<file path="config.mk">
export PLATFORM = sky130hd
export DESIGN_NAME = multiplier_arbiter
export DESIGN_NICKNAME = d
export VERILOG_FILES = /design/src/rtl/multiplier_arbiter_pkg.sv /design/src/rtl/multiplier.sv /design/src/rtl/multiplier_arbiter_rr_arbiter.sv /design/src/rtl/multiplier_arbiter.sv
export SDC_FILE = /design/constraint.sdc
export NUM_CORES = 1
export LEC_CHECK = 0
export ABC_AREA = 1
export ABC_CLOCK_PERIOD_IN_PS = 3750
export CAP_MARGIN = 5
export CORE_ASPECT_RATIO = 0.5
export CORE_MARGIN = 4
export CORE_UTILIZATION = 48
export DETAILED_ROUTE_END_ITERATION = 8
export PLACE_DENSITY = 0.78
export SLEW_MARGIN = 30
export SYNTH_ARGS = -nofsm -noshare
export SYNTH_HDL_FRONTEND = slang
export SYNTH_SLANG_ARGS = --single-unit
</file>
<file path="constraint.sdc">
create_clock -name clk -period 3.75 [get_ports clk]
set_input_delay 0.375 -clock clk [delete_from_list [all_inputs] [get_ports clk]]
set_output_delay 0.375 -clock clk [all_outputs]
set_load 0.01 [all_outputs]
</file>
<file path="src/rtl/multiplier_arbiter_pkg.sv">
// Shared helpers for the multiplier arbiter slice.
package multiplier_arbiter_pkg;

  function automatic int clog2(input int n);
    int r;
    r = 1;
    for (int i = 1; i < 31; i++) begin
      if ((1 << i) < n) r = i + 1;
    end
    return r;
  endfunction

  function automatic int res_width(input int w1, input int w2);
    return w1 + w2;
  endfunction

endpackage

</file>
<file path="src/rtl/multiplier.sv">
// Combinational unsigned multiplier shared by the arbiter.
module multiplier #(
  parameter int    DATA_WIDTH_1 = 8,
  parameter int    DATA_WIDTH_2 = 8,
  parameter string ARCHITECTURE = "BEHAVIORAL"
) (
  input  logic [DATA_WIDTH_1-1:0]              a_i,
  input  logic [DATA_WIDTH_2-1:0]              b_i,
  output logic [DATA_WIDTH_1+DATA_WIDTH_2-1:0] p_o
);
  localparam int PW = DATA_WIDTH_1 + DATA_WIDTH_2;

  assign p_o = PW'(a_i) * PW'(b_i);

endmodule

</file>
<file path="src/rtl/multiplier_arbiter_rr_arbiter.sv">
// Round-robin arbiter; pointer advances only when told a grant was used.
module rr_arbiter
  import multiplier_arbiter_pkg::*;
#(
  parameter int N  = 4,
  parameter int IW = clog2(N)
) (
  input  logic          clk,
  input  logic          rst,
  input  logic [N-1:0]  req_i,
  input  logic          en_i,
  input  logic          advance_i,
  output logic [N-1:0]  grant_o,
  output logic [IW-1:0] grant_idx_o
);
  logic [IW-1:0] ptr_q, ptr_d;
  logic [N-1:0]  gnt;
  logic [IW-1:0] idx;
  logic          found;
  int            k;

  // Search begins one past the last grant and wraps.
  always_comb begin
    gnt   = '0;
    idx   = ptr_q;
    found = 1'b0;
    k     = 0;
    for (int i = 1; i <= N; i++) begin
      k = int'(ptr_q) + i;
      if (k >= N) k = k - N;
      if (!found && req_i[k]) begin
        found  = 1'b1;
        gnt[k] = 1'b1;
        idx    = IW'(k);
      end
    end
  end

  assign grant_o     = gnt & {N{en_i}};
  assign grant_idx_o = idx;
  assign ptr_d       = advance_i ? idx : ptr_q;

  always_ff @(posedge clk or posedge rst) begin
    if (rst) ptr_q <= IW'(N - 1);
    else     ptr_q <= ptr_d;
  end

endmodule

</file>
<file path="src/rtl/multiplier_arbiter.sv">
// Round-robin front end sharing one multiplier across N_REQ requesters.
module multiplier_arbiter
  import multiplier_arbiter_pkg::*;
#(
  parameter int    N_REQ        = 4,
  parameter int    DATA_WIDTH_1 = 8,
  parameter int    DATA_WIDTH_2 = 8,
  parameter string ARCHITECTURE = "BEHAVIORAL",
  parameter int    ID_WIDTH     = 2
) (
  input  logic                                 clk,
  input  logic                                 rst,
  input  logic                                 en_i,
  input  logic [N_REQ-1:0]                     req_valid_i,
  input  logic [N_REQ*DATA_WIDTH_1-1:0]        req_data1_i,
  input  logic [N_REQ*DATA_WIDTH_2-1:0]        req_data2_i,
  output logic [N_REQ-1:0]                     req_ready_o,
  output logic [N_REQ-1:0]                     result_valid_o,
  output logic [ID_WIDTH-1:0]                  result_id_o,
  output logic [DATA_WIDTH_1+DATA_WIDTH_2-1:0] result_o,
  output logic                                 idle_o,
  output logic [31:0]                          ops_count_o
);
  localparam int RW = res_width(DATA_WIDTH_1, DATA_WIDTH_2);

  if (ID_WIDTH != clog2(N_REQ)) begin : g_bad_id
    $error("ID_WIDTH must equal clog2(N_REQ)");
  end

  logic [N_REQ-1:0]        grant;
  logic [ID_WIDTH-1:0]     gidx;
  logic                    xfer;

  logic                    v1_q, v1_d, v2_q, v2_d;
  logic [DATA_WIDTH_1-1:0] a_q, a_d;
  logic [DATA_WIDTH_2-1:0] b_q, b_d;
  logic [ID_WIDTH-1:0]     id1_q, id1_d, id2_q, id2_d;
  logic [RW-1:0]           p_q, p_d, prod;
  logic [31:0]             ops_q, ops_d;

  // Reset gates the enable so ready drops as soon as rst rises.
  rr_arbiter #(.N(N_REQ), .IW(ID_WIDTH)) u_rr (
    .clk         (clk),
    .rst         (rst),
    .req_i       (req_valid_i),
    .en_i        (en_i & ~rst),
    .advance_i   (xfer),
    .grant_o     (grant),
    .grant_idx_o (gidx)
  );

  assign req_ready_o = grant;
  assign xfer        = |(req_valid_i & grant);

  multiplier #(
    .DATA_WIDTH_1 (DATA_WIDTH_1),
    .DATA_WIDTH_2 (DATA_WIDTH_2),
    .ARCHITECTURE (ARCHITECTURE)
  ) u_mul (
    .a_i (a_q),
    .b_i (b_q),
    .p_o (prod)
  );

  always_comb begin
    v1_d  = xfer;
    a_d   = a_q;
    b_d   = b_q;
    id1_d = id1_q;
    if (xfer) begin
      a_d   = req_data1_i[gidx*DATA_WIDTH_1 +: DATA_WIDTH_1];
      b_d   = req_data2_i[gidx*DATA_WIDTH_2 +: DATA_WIDTH_2];
      id1_d = gidx;
    end
    v2_d  = v1_q;
    p_d   = v1_q ? prod  : p_q;
    id2_d = v1_q ? id1_q : id2_q;
    ops_d = ops_q + {31'b0, xfer};
  end

  always_ff @(posedge clk or posedge rst) begin
    if (rst) begin
      v1_q  <= 1'b0;
      a_q   <= '0;
      b_q   <= '0;
      id1_q <= '0;
      v2_q  <= 1'b0;
      p_q   <= '0;
      id2_q <= '0;
      ops_q <= '0;
    end else begin
      v1_q  <= v1_d;
      a_q   <= a_d;
      b_q   <= b_d;
      id1_q <= id1_d;
      v2_q  <= v2_d;
      p_q   <= p_d;
      id2_q <= id2_d;
      ops_q <= ops_d;
    end
  end

  assign result_valid_o = v2_q ? (N_REQ'(1) << id2_q) : '0;
  assign result_id_o    = id2_q;
  assign result_o       = p_q;
  assign ops_count_o    = ops_q;
  assign idle_o = ~v1_q & ~v2_q & ~|(req_valid_i & {N_REQ{en_i}});

endmodule
</file>
==> results of run 1 <==
[per-layer routing]
metal / part of all wire / wire, um / up-vias / track usage
met1: 0.46 / 8040 / 2884 / 0.296
li1: - / - / 3036 / -
met4: 0.016 / 279 / 0 / 0.0568
met5: 0 / 0 / - / 0
met2: 0.49 / 8660 / 103 / 0.378
met3: 0.033 / 578 / 23 / 0.0429
[tightest hold or removal path: stages (launching register included)]
cell,delay [ns]
dfrtp_1,0.34
nand2_1,0.05
nand2_1,0.05
[cells in the final DEF (no fill, tap or decap), types with 5 or more instances in the layout]
cell type,netlist,routed
nand3_2,2,6
a21oi_1,15,9
xnor2_1,11,11
inv_2,2,16
clkdlybuf4s50_1,0,129
nand2_4,2,7
nand2_1,332,317
inv_6,1,5
ha_4,0,14
o21ai_0,27,19
buf_4,7,61
nor2_1,27,18
fa_1,36,33
dfrtp_2,0,11
nor2_4,2,7
nand2_2,11,21
nor2_2,3,7
inv_1,149,133
ha_1,46,31
xor2_1,25,25
o21ai_1,10,15
buf_6,4,12
nor3_1,18,12
dfrtp_1,70,59
nand4_1,8,8
nand3_1,31,25
clkbuf_16,0,9
[logic make-up (layout without fill, tap and decap cells)]
logic type / count (synthesis) / after routing
flops: 72 / 72
simple gates: 443 / 443
fa+ha+maj: 82 / 82
xor+xnor: 36 / 36
buf+inv: 185 / 371
compound gates: 64 / 64
[through the flow]
| step | hold slack [ns] | instance area, um^2 |
|---|---|---|
| 2_1_floorplan | 0.448 | 6540 |
| 3_3_place_gp | 0.456 | 8190 |
| 3_5_place_dp | 0.457 | 8190 |
| 4_1_cts | 0.474 | 8660 |
| 5_1_grt | 0.494 | 9100 |
| 6_report | 0.470 | 9100 |
[final timing paths]
kind | startpoint | slack, ns | endpoint | cells past startpoint
min reg2reg | result_o[3] | 0.47 | result_o[3] | 2
min | result_o[3] | 0.47 | result_o[3] | 2
min in group asynchronous | rst | 0.51 | ops_count_o[13] | 2
max in group asynchronous | rst | 2.51 | a_q[5] | 3
max reg2reg | b_q[2] | -0.15 | result_o[12] | 15
max | b_q[2] | -0.15 | result_o[12] | 15
[registers in the layout, indices dropped and copies added, names as in the netlist]
signal	cells
id1_q	2
ops_count_o	32
a_q	8
result_id_o	2
u_rr.ptr_q	2
b_q	8
v1_q	1
result_o	16
v2_q	1
[power by group through the flow]
stage	clock [uW]	sequential (uW)	combinational [uW]
floorplan	0	1140	3520
global placement	0	1230	4540
detailed placement	0	1240	4670
CTS	868	1230	5010
global route	902	1300	6140
finish	859	1270	5500
[repair_timing]
item	in CTS	in global routing
setup buffers	6	15
hold endpoints to repair	0	0
pin swaps	28	53
setup endpoints to repair	9	23
gates resized for setup	37	78
[layout make-up]
type / count / area, um^2 / area share
repair buffers: 202 / 1880 / 0.207
clock inverters: 7 / 66.3 / 0.00728
well taps: 170 / 213 / 0.0234
multi-input cells: 625 / 4310 / 0.474
inverters: 153 / 586 / 0.0643
clock buffers: 9 / 225 / 0.0247
flip-flops and latches: 72 / 1820 / 0.200
==> results.toml, run 1 <==
[synthesis]
synthXorXnorAreaFrac = 0.0493
synth_seq_cells = 72
synth.distinct_cells = 39
ys.flop_type = "dfrtp_1"
yosysSeqAreaShare = 0.282
synth_top_cells_by_count = "332 x nand2_1, 149 x inv_1, 70 x dfrtp_1"
ys_warn_count = 0
syn_nets = 1035
synth_cells = 882
synth.avg_cell_area_um2 = 7.25
yosysTopAreaCellShare = 0.274
synthTopCellsByArea = "dfrtp_1 27%, nand2_1 19%, fa_1 11%"
yosys-mux-area-fraction = 0
synth_top_family_by_area = "simple AND/OR/NAND/NOR gates"
synth_top_area_cell = "dfrtp_1"
synth-edff-count = 0
synth-simple-area-share = 0.291
synth_compound_area_frac = 0.0560
async_flop_share = 1.00
synth_area_um2 = 6390
synth_adder_area_share = 0.203
synthMostInstantiatedCell = "nand2_1"

[timing]
rsz0062_at_grt = "true"
fin_crit_ns = 3.90
finClkSkew_ns = 0.0126
fin_ws_ns = -0.151
report.final.slew_viol_count = 0
hold_viol_final = 0
finalSetupTns_ns = -0.817
setup_viol = 8
worstMarginPinSlew_ns = 0.783
fmax_ghz = 0.256
post-route-period-util = 1.04
slew_headroom = 0.477

[cells_and_area]
synthToLayoutAreaGrowth_pct = 42.4
postLayoutCoreUtil = 0.709
final_nets = 1216
diodes = 0
nFillCells = 1004
fin_cells = 1238
drive_above_1_share = 0.199

[global_route]
grt_pass1_wl_um = 27600
grt_max_degree = 47
grt_usage = 0.221
antenna_found_initial = 0
overflow = 0
grt_pass1_vias = 5930

[power]
vdd_ir_drop_max_mv = 0.502
p_int_uw = 3820
p_leak_uw = 0.00498
pwr-share-clk = 0.113
p_sw_frac = 0.498
p_switching_uw = 3800
power.total_uw = 7620
pwr-share-seq = 0.166
power_density_nw_per_um2 = 837
pwr-share-comb = 0.721

[setup_path]
cp_slowest_cell = "fa_1"
worstSetupPathType = "flip-flop to flip-flop"
path_max_fanout = 6
arrival_ns = 4.11
path_common_cell = "fa_1"
cpLargestDelayFamily = "adder cells"
crit_chain = "nand2_1 -> fa_1 -> fa_1 -> inv_1 -> fa_1 -> inv_1 -> fa_1 -> inv_2 -> ha_4 -> inv_2 -> nor3_2 -> a21oi_2 -> o21ai_2 -> xor2_1 -> o21ai_1"
crit_required_ns = 3.95
cp-end-kind = "flip-flop"
cp-start-kind = "flip-flop"
cpPeakStageDelay_ns = 0.52
crit_buf_inv = 4

[floorplan]
rows = 29
die-area_um2 = 15300
start_util = 0.498
die_h_um = 89.6
pin_count = 130
die_w_um = 171
coreArea_um2 = 12800

[status]
violations = "negative setup slack"
status = "finished, violations left"

[detailed_routing]
drtAntennaViolNets = 0
drtPass1Iterations = 4
drc = 0
viasPerCell = 4.88
dr_total_vias = 6046
wl_um = 17600
drt-wirelength-per-cell_um = 14.2
drt_iter0_markers = 260

[clock_tree]
cts.clk_slew.worst_paths_ns = 0.07
clk_root_buffer_cell = "clkbuf_16"
cts_tree = "yes"
cts.sinks = 72
numCtsBuffers = 9
ctsHoldBuffers = 0
cts_buffer_depth = 2
htree_levels = 3
clk_latency_ns = 0.35

[placed_design]
place_congestion = 0.868
place_ws_ns = -0.257
dp.cells = 1202
io_buffers = 129
hpwlAfterDp_um = 12800

[worst_hold_path]
hold_class = "flip-flop to flip-flop"

[flow_run]
cap_violations = 0
No activity file was read; power rests on OpenSTA's default activity.
==> run 2, diff against run 1 <==
ABC_CLOCK_PERIOD_IN_PS = 3500   (was 3750)
clock period = 3.5 ns   (was 3.75 ns; I/O delays follow)
==> run 2 against run 1 <==
Against the previous run:
- fmax down 1.8%
- largest cell class unchanged
- die area unchanged
- clock-buffer cell count unchanged
- register-to-register slack worse by 0.32 ns
- critical path depth up 4
- non-clock buffer count up 24
- critical path type unchanged
- total power up 11%
- first-iteration DRC count up 28%
- the run still ends with negative setup slack left
==> results.toml, run 2 (synthesis results as in run 1) <==
[status]
status = "finished, violations left"
violations = "negative setup slack"

[setup_path]
crit_required_ns = 3.77
crit_chain = "buf_4 -> nand2_1 -> inv_1 -> fa_2 -> fa_1 -> inv_1 -> fa_1 -> fa_1 -> inv_2 -> ha_4 -> a21oi_4 -> o21ai_4 -> a21oi_2 -> nor2_1 -> o21ai_1 -> nand2_1 -> nand2_1 -> nand3_1 -> nand2_1"
cpPeakStageDelay_ns = 0.54
path_common_cell = "nand2_1"
worstReg2RegStart = "b_q[3]"
cp-end-kind = "flip-flop"
path_max_fanout = 7
cpLargestDelayFamily = "adder cells"
rrSetupSlack_ns = -0.47
r2r_cells = 19
crit_buf_inv = 4
r2r-end = "result_o[11]"
cp_slowest_cell = "fa_1"
worstSetupPathType = "flip-flop to flip-flop"
arrival_ns = 4.25
cp-start-kind = "flip-flop"

[worst_hold_path]
holdPathStages = 1
holdPathEnd = "ops_count_o[31]"
min_from = "ops_count_o[31]"
hold_class = "flip-flop to flip-flop"

[cells_and_area]
layout_common_cells = "318 x nand2_1, 129 x inv_1, 129 x clkdlybuf4s50_1"
final_common_cell = "nand2_1"
largest_reg_flops = 32
synthToLayoutAreaGrowth_pct = 45.3
nFillCells = 1003
fin_cells = 1262
final_nets = 1240
diodes = 0
drive_above_1_share = 0.220

[clock_tree]
cts.sinks = 72
ctsHoldBuffers = 0
cts_tree = "yes"
cts_buffer_depth = 2
numCtsBuffers = 9
htree_levels = 3
cts.clk_slew.worst_paths_ns = 0.06
clk_latency_ns = 0.34
clk_root_buffer_cell = "clkbuf_16"

[power]
p_leak_uw = 0.00510
vdd_ir_drop_max_mv = 0.461
power_density_nw_per_um2 = 914

[floorplan]
die_w_um = 171
die_h_um = 89.6
rows = 29
die-area_um2 = 15300
coreArea_um2 = 12800
pin_count = 130
start_util = 0.498

[detailed_routing]
wl_um = 17100
drc = 0
drtAntennaViolNets = 0
drtPass1Iterations = 5
dr_total_vias = 6191
drt_iter0_markers = 332
viasPerCell = 4.91
drt-wirelength-per-cell_um = 13.6

[timing]
hold_viol_final = 0
slew_headroom = 0.540
setup_viol = 9
fin_ws_ns = -0.473
finClkSkew_ns = 0.00719
fin_crit_ns = 3.97
post-route-period-util = 1.14
report.final.slew_viol_count = 0
worstMarginPinSlew_ns = 0.689
rsz0062_at_grt = "true"
fmax_ghz = 0.252

[global_route]
antenna_found_initial = 0
grt_pass1_vias = 6025
overflow = 0
grt_max_degree = 73
grt_usage = 0.218
grt_pass1_wl_um = 27200

[placed_design]
hpwlAfterDp_um = 12900
place_congestion = 0.860
dp.cells = 1224
place_ws_ns = -0.470
io_buffers = 129

[flow_run]
cap_violations = 0
run 2: how the worst max path moves through the flow:
stage / cells past startpoint / slack (ns) / endpoint / from
2_1_floorplan: 18 / -0.27 / result_o[11] / a_q[3]
3_3_place_gp: 15 / -0.36 / result_o[12] / a_q[2]
3_5_place_dp: 15 / -0.47 / result_o[10] / a_q[3]
4_1_cts: 15 / -0.37 / result_o[14] / b_q[2]
5_1_grt: 16 / -0.62 / result_o[10] / a_q[5]
6_report: 19 / -0.47 / result_o[11] / b_q[3]
run 2: per-stage QoR:
step	utilization	power (uW)	hold slack [ns]	instance area (um^2)	TNS [ns]
global placement	0.663	6640	0.456	8510	-2.77
floorplan	-	5250	0.448	6700	-1.20
detailed placement	0.663	6810	0.459	8510	-3.78
finish	0.723	8490	0.465	9290	-3.56
CTS	0.700	8120	0.469	9000	-2.74
global route	0.723	9290	0.492	9290	-5.19
run 2: timing repair:
action / in CTS / in global routing
setup buffers: 8 / 18
pin swaps: 51 / 45
endpoints found under the setup margin: 12 / 24
gates cloned: 0 / 0
gates resized for setup: 43 / 50
run 2: per-layer routing:
layer / wire length (um) / vias to the layer above / track usage
li1: - / 3078 / -
met1: 7570 / 2907 / 0.280
met2: 8300 / 171 / 0.382
met3: 905 / 35 / 0.0433
met4: 344 / 0 / 0.0625
met5: 0 / - / 0
run 2: final cells by class:
class | instances | area [um^2] | share of cell area
well taps | 170 | 213 | 0.0229
repair buffers | 226 | 2080 | 0.224
clock buffers | 9 | 225 | 0.0242
clock inverters | 7 | 62.6 | 0.00673
inverters | 153 | 596 | 0.0641
flip-flops and latches | 72 | 1820 | 0.196
multi-input cells | 625 | 4300 | 0.463
run 2: report_power, final:
| part | internal [uW] | switching, uW | leakage, uW | total [uW] |
|---|---|---|---|---|
| Combinational | 2740 | 3540 | 0.00404 | 6280 |
| Sequential | 1070 | 262 | 0.000921 | 1330 |
| Clock | 494 | 389 | 0.000133 | 884 |
| Total | 4300 | 4190 | 0.00510 | 8490 |
==> run 3, diff against run 2 <==
SYNTH_HIERARCHICAL = 1   (was default)
==> run 3 against run 2 <==
Against the previous run:
- the run still ends with negative setup slack left
- via count increased by 1.1%
- largest cell class unchanged
- routed wire length increased by 1.8%
- register-to-register slack improved by 0.10 ns
- critical path depth decreased by 3
- fmax increased by 2.7%
- die area increased by 5.0%
==> results.toml, run 3 <==
[status]
status = "finished, violations left"
violations = "negative setup slack"

[setup_path]
cp-endpoint = "result_o[15]"
path_max_fanout = 6
cpLargestDelayFamily = "adder cells"
rrSetupSlack_ns = -0.37
path_depth = 16
r2r_cells = 16
crit_required_ns = 3.72
worstReg2RegStart = "b_q[2]"
r2r-end = "result_o[15]"
cp-start-kind = "flip-flop"
cpPeakStageDelay_ns = 0.58
crit_chain = "nand2_1 -> fa_1 -> fa_1 -> fa_1 -> fa_1 -> inv_1 -> ha_4 -> nand2_1 -> nand2_1 -> nand2_2 -> nand2_1 -> nand2_1 -> nand3_1 -> nand2_1 -> nand2_1 -> mux2_2"
crit_buf_inv = 1
cp-end-kind = "flip-flop"
cp_slowest_cell = "fa_1"
arrival_ns = 4.08
path_common_cell = "nand2_1"
crit_start = "b_q[2]"
worstSetupPathType = "flip-flop to flip-flop"

[global_route]
grt_max_degree = 34
grt_usage = 0.221
grt_pass1_vias = 6484
grt_pass1_wl_um = 29700
antenna_found_initial = 0
overflow = 0

[detailed_routing]
wl_um = 17400
dr_total_vias = 6260
drc = 0
drtPass1Iterations = 5
drt-wirelength-per-cell_um = 13.5
drt_iter0_markers = 351
viasPerCell = 4.85
drtAntennaViolNets = 0

[placed_design]
dpl_cell_area_um2 = 8550
place_ws_ns = -0.439
io_buffers = 129
hpwlAfterDp_um = 13900
place_congestion = 0.887

[synthesis]
async_flop_share = 1.00
synth_cells = 935
synthTopCellsByArea = "dfrtp_1 26%, nand2_1 18%, fa_1 11%"
synth_top_cells_by_count = "322 x nand2_1, 165 x inv_1, 70 x dfrtp_1"
syn_nets = 1088
synth_top_area_cell = "dfrtp_1"
synth.distinct_cells = 34
ys_warn_count = 6
synthMostInstantiatedCell = "nand2_1"
synth_seq_cells = 72
synth.avg_cell_area_um2 = 7.20
synth-edff-count = 0
yosysSeqAreaShare = 0.268
yosysTopAreaCellShare = 0.260
synth_area_um2 = 6730
ys.flop_type = "dfrtp_1"

[timing]
finClkSkew_ns = 0.0113
fin_crit_ns = 3.87
fmax_ghz = 0.258
finalSetupTns_ns = -3.01
hold_viol_final = 0
worstMarginPinSlew_ns = 0.920
setup_viol = 10
rsz0062_at_grt = "true"
post-route-period-util = 1.11
report.final.slew_viol_count = 0
fin_ws_ns = -0.369
slew_headroom = 0.386

[cells_and_area]
final_common_cell = "nand2_1"
fin_area_um2 = 9070
diodes = 0
layout_common_cells = "303 x nand2_1, 151 x inv_1, 129 x clkdlybuf4s50_1"
largest_reg_flops = 32
nFillCells = 1083
drive_above_1_share = 0.172
synthToLayoutAreaGrowth_pct = 34.7
postLayoutCoreUtil = 0.666
final_nets = 1247

[clock_tree]
cts_buffer_depth = 2
clk_latency_ns = 0.34
clk_root_buffer_cell = "clkbuf_16"
cts.sinks = 72
htree_levels = 3
ctsHoldBuffers = 0
numCtsBuffers = 9
cts_tree = "yes"
cts.clk_slew.worst_paths_ns = 0.07

[floorplan]
coreArea_um2 = 13600
rows = 30
start_util = 0.494
die_h_um = 91.8
die-area_um2 = 16100
die_w_um = 176
pin_count = 130

[power]
vdd_ir_drop_max_mv = 0.560
power.total_uw = 8350
power_density_nw_per_um2 = 921
p_leak_uw = 0.00482

[flow_run]
cap_violations = 0

[worst_hold_path]
hold_class = "input port to async pin"
==> run 3: worst min-delay path by stage <==
stage | cells after the start | to | slack, ns | start
floorplan | 1 | u_rr/ptr_q[0] | 0.26 | rst
global placement | 2 | id1_q[1] | 0.48 | id1_q[1]
detailed placement | 2 | id1_q[1] | 0.48 | id1_q[1]
CTS | 2 | u_rr/ptr_q[1] | 0.47 | rst
global route | 2 | u_rr/ptr_q[1] | 0.47 | rst
finish | 2 | ops_count_o[9] | 0.45 | rst
==> run 3: logic make-up (layout without fill, tap and decap cells) <==
logic type,after synthesis,count (layout),synth area share
buffers and inverters,202,366,0.117
muxes,16,16,0.0268
and+or+nand+nor,472,472,0.313
xor gates and xnor gates,23,23,0.0299
DFF,72,72,0.268
adders and majority gates,82,82,0.192
AOI/OAI and AO/OA,68,68,0.0520
==> run 3: metal layers <==
layer / vias up / part of all wire / GRT usage
met5: - / 0 / 0
li1: 3141 / - / -
met1: 2961 / 0.45 / 0.294
met2: 136 / 0.49 / 0.385
met4: 0 / 0.012 / 0.0376
met3: 22 / 0.041 / 0.0412
==> run 3: area by class of cell <==
type                            instances  area (um^2)  share of cell area
Inverter                              172          658              0.0725
Sequential cell                        72         1820               0.200
Multi-Input combinational cell        661         4360               0.480
Clock inverter                          7          103              0.0113
Tap cell                              192          240              0.0265
Clock buffer                            9          225              0.0248
Timing Repair Buffer                  178         1670               0.184
==> run 3: report_power, final <==
group	internal [uW]	leakage (uW)	switching, uW
Sequential	1070	0.000937	278
Combinational	2590	0.00373	3400
Clock	632	0.000157	379
Total	4300	0.00482	4050
==> run 3: per-stage QoR <==
stage / std cells / hold slack [ns]
floorplan: 935 / 0.262
detailed placement: 1271 / 0.483
global placement: 1271 / 0.476
CTS: 1288 / 0.472
finish: 1291 / 0.452
global route: 1291 / 0.474
==> run 3: what timing repair did <==
action	CTS	global route
setup endpoints to repair	18	22
pin swaps	6	22
endpoints found under the hold margin	0	0
resized for setup	16	41
buffers inserted	1	3
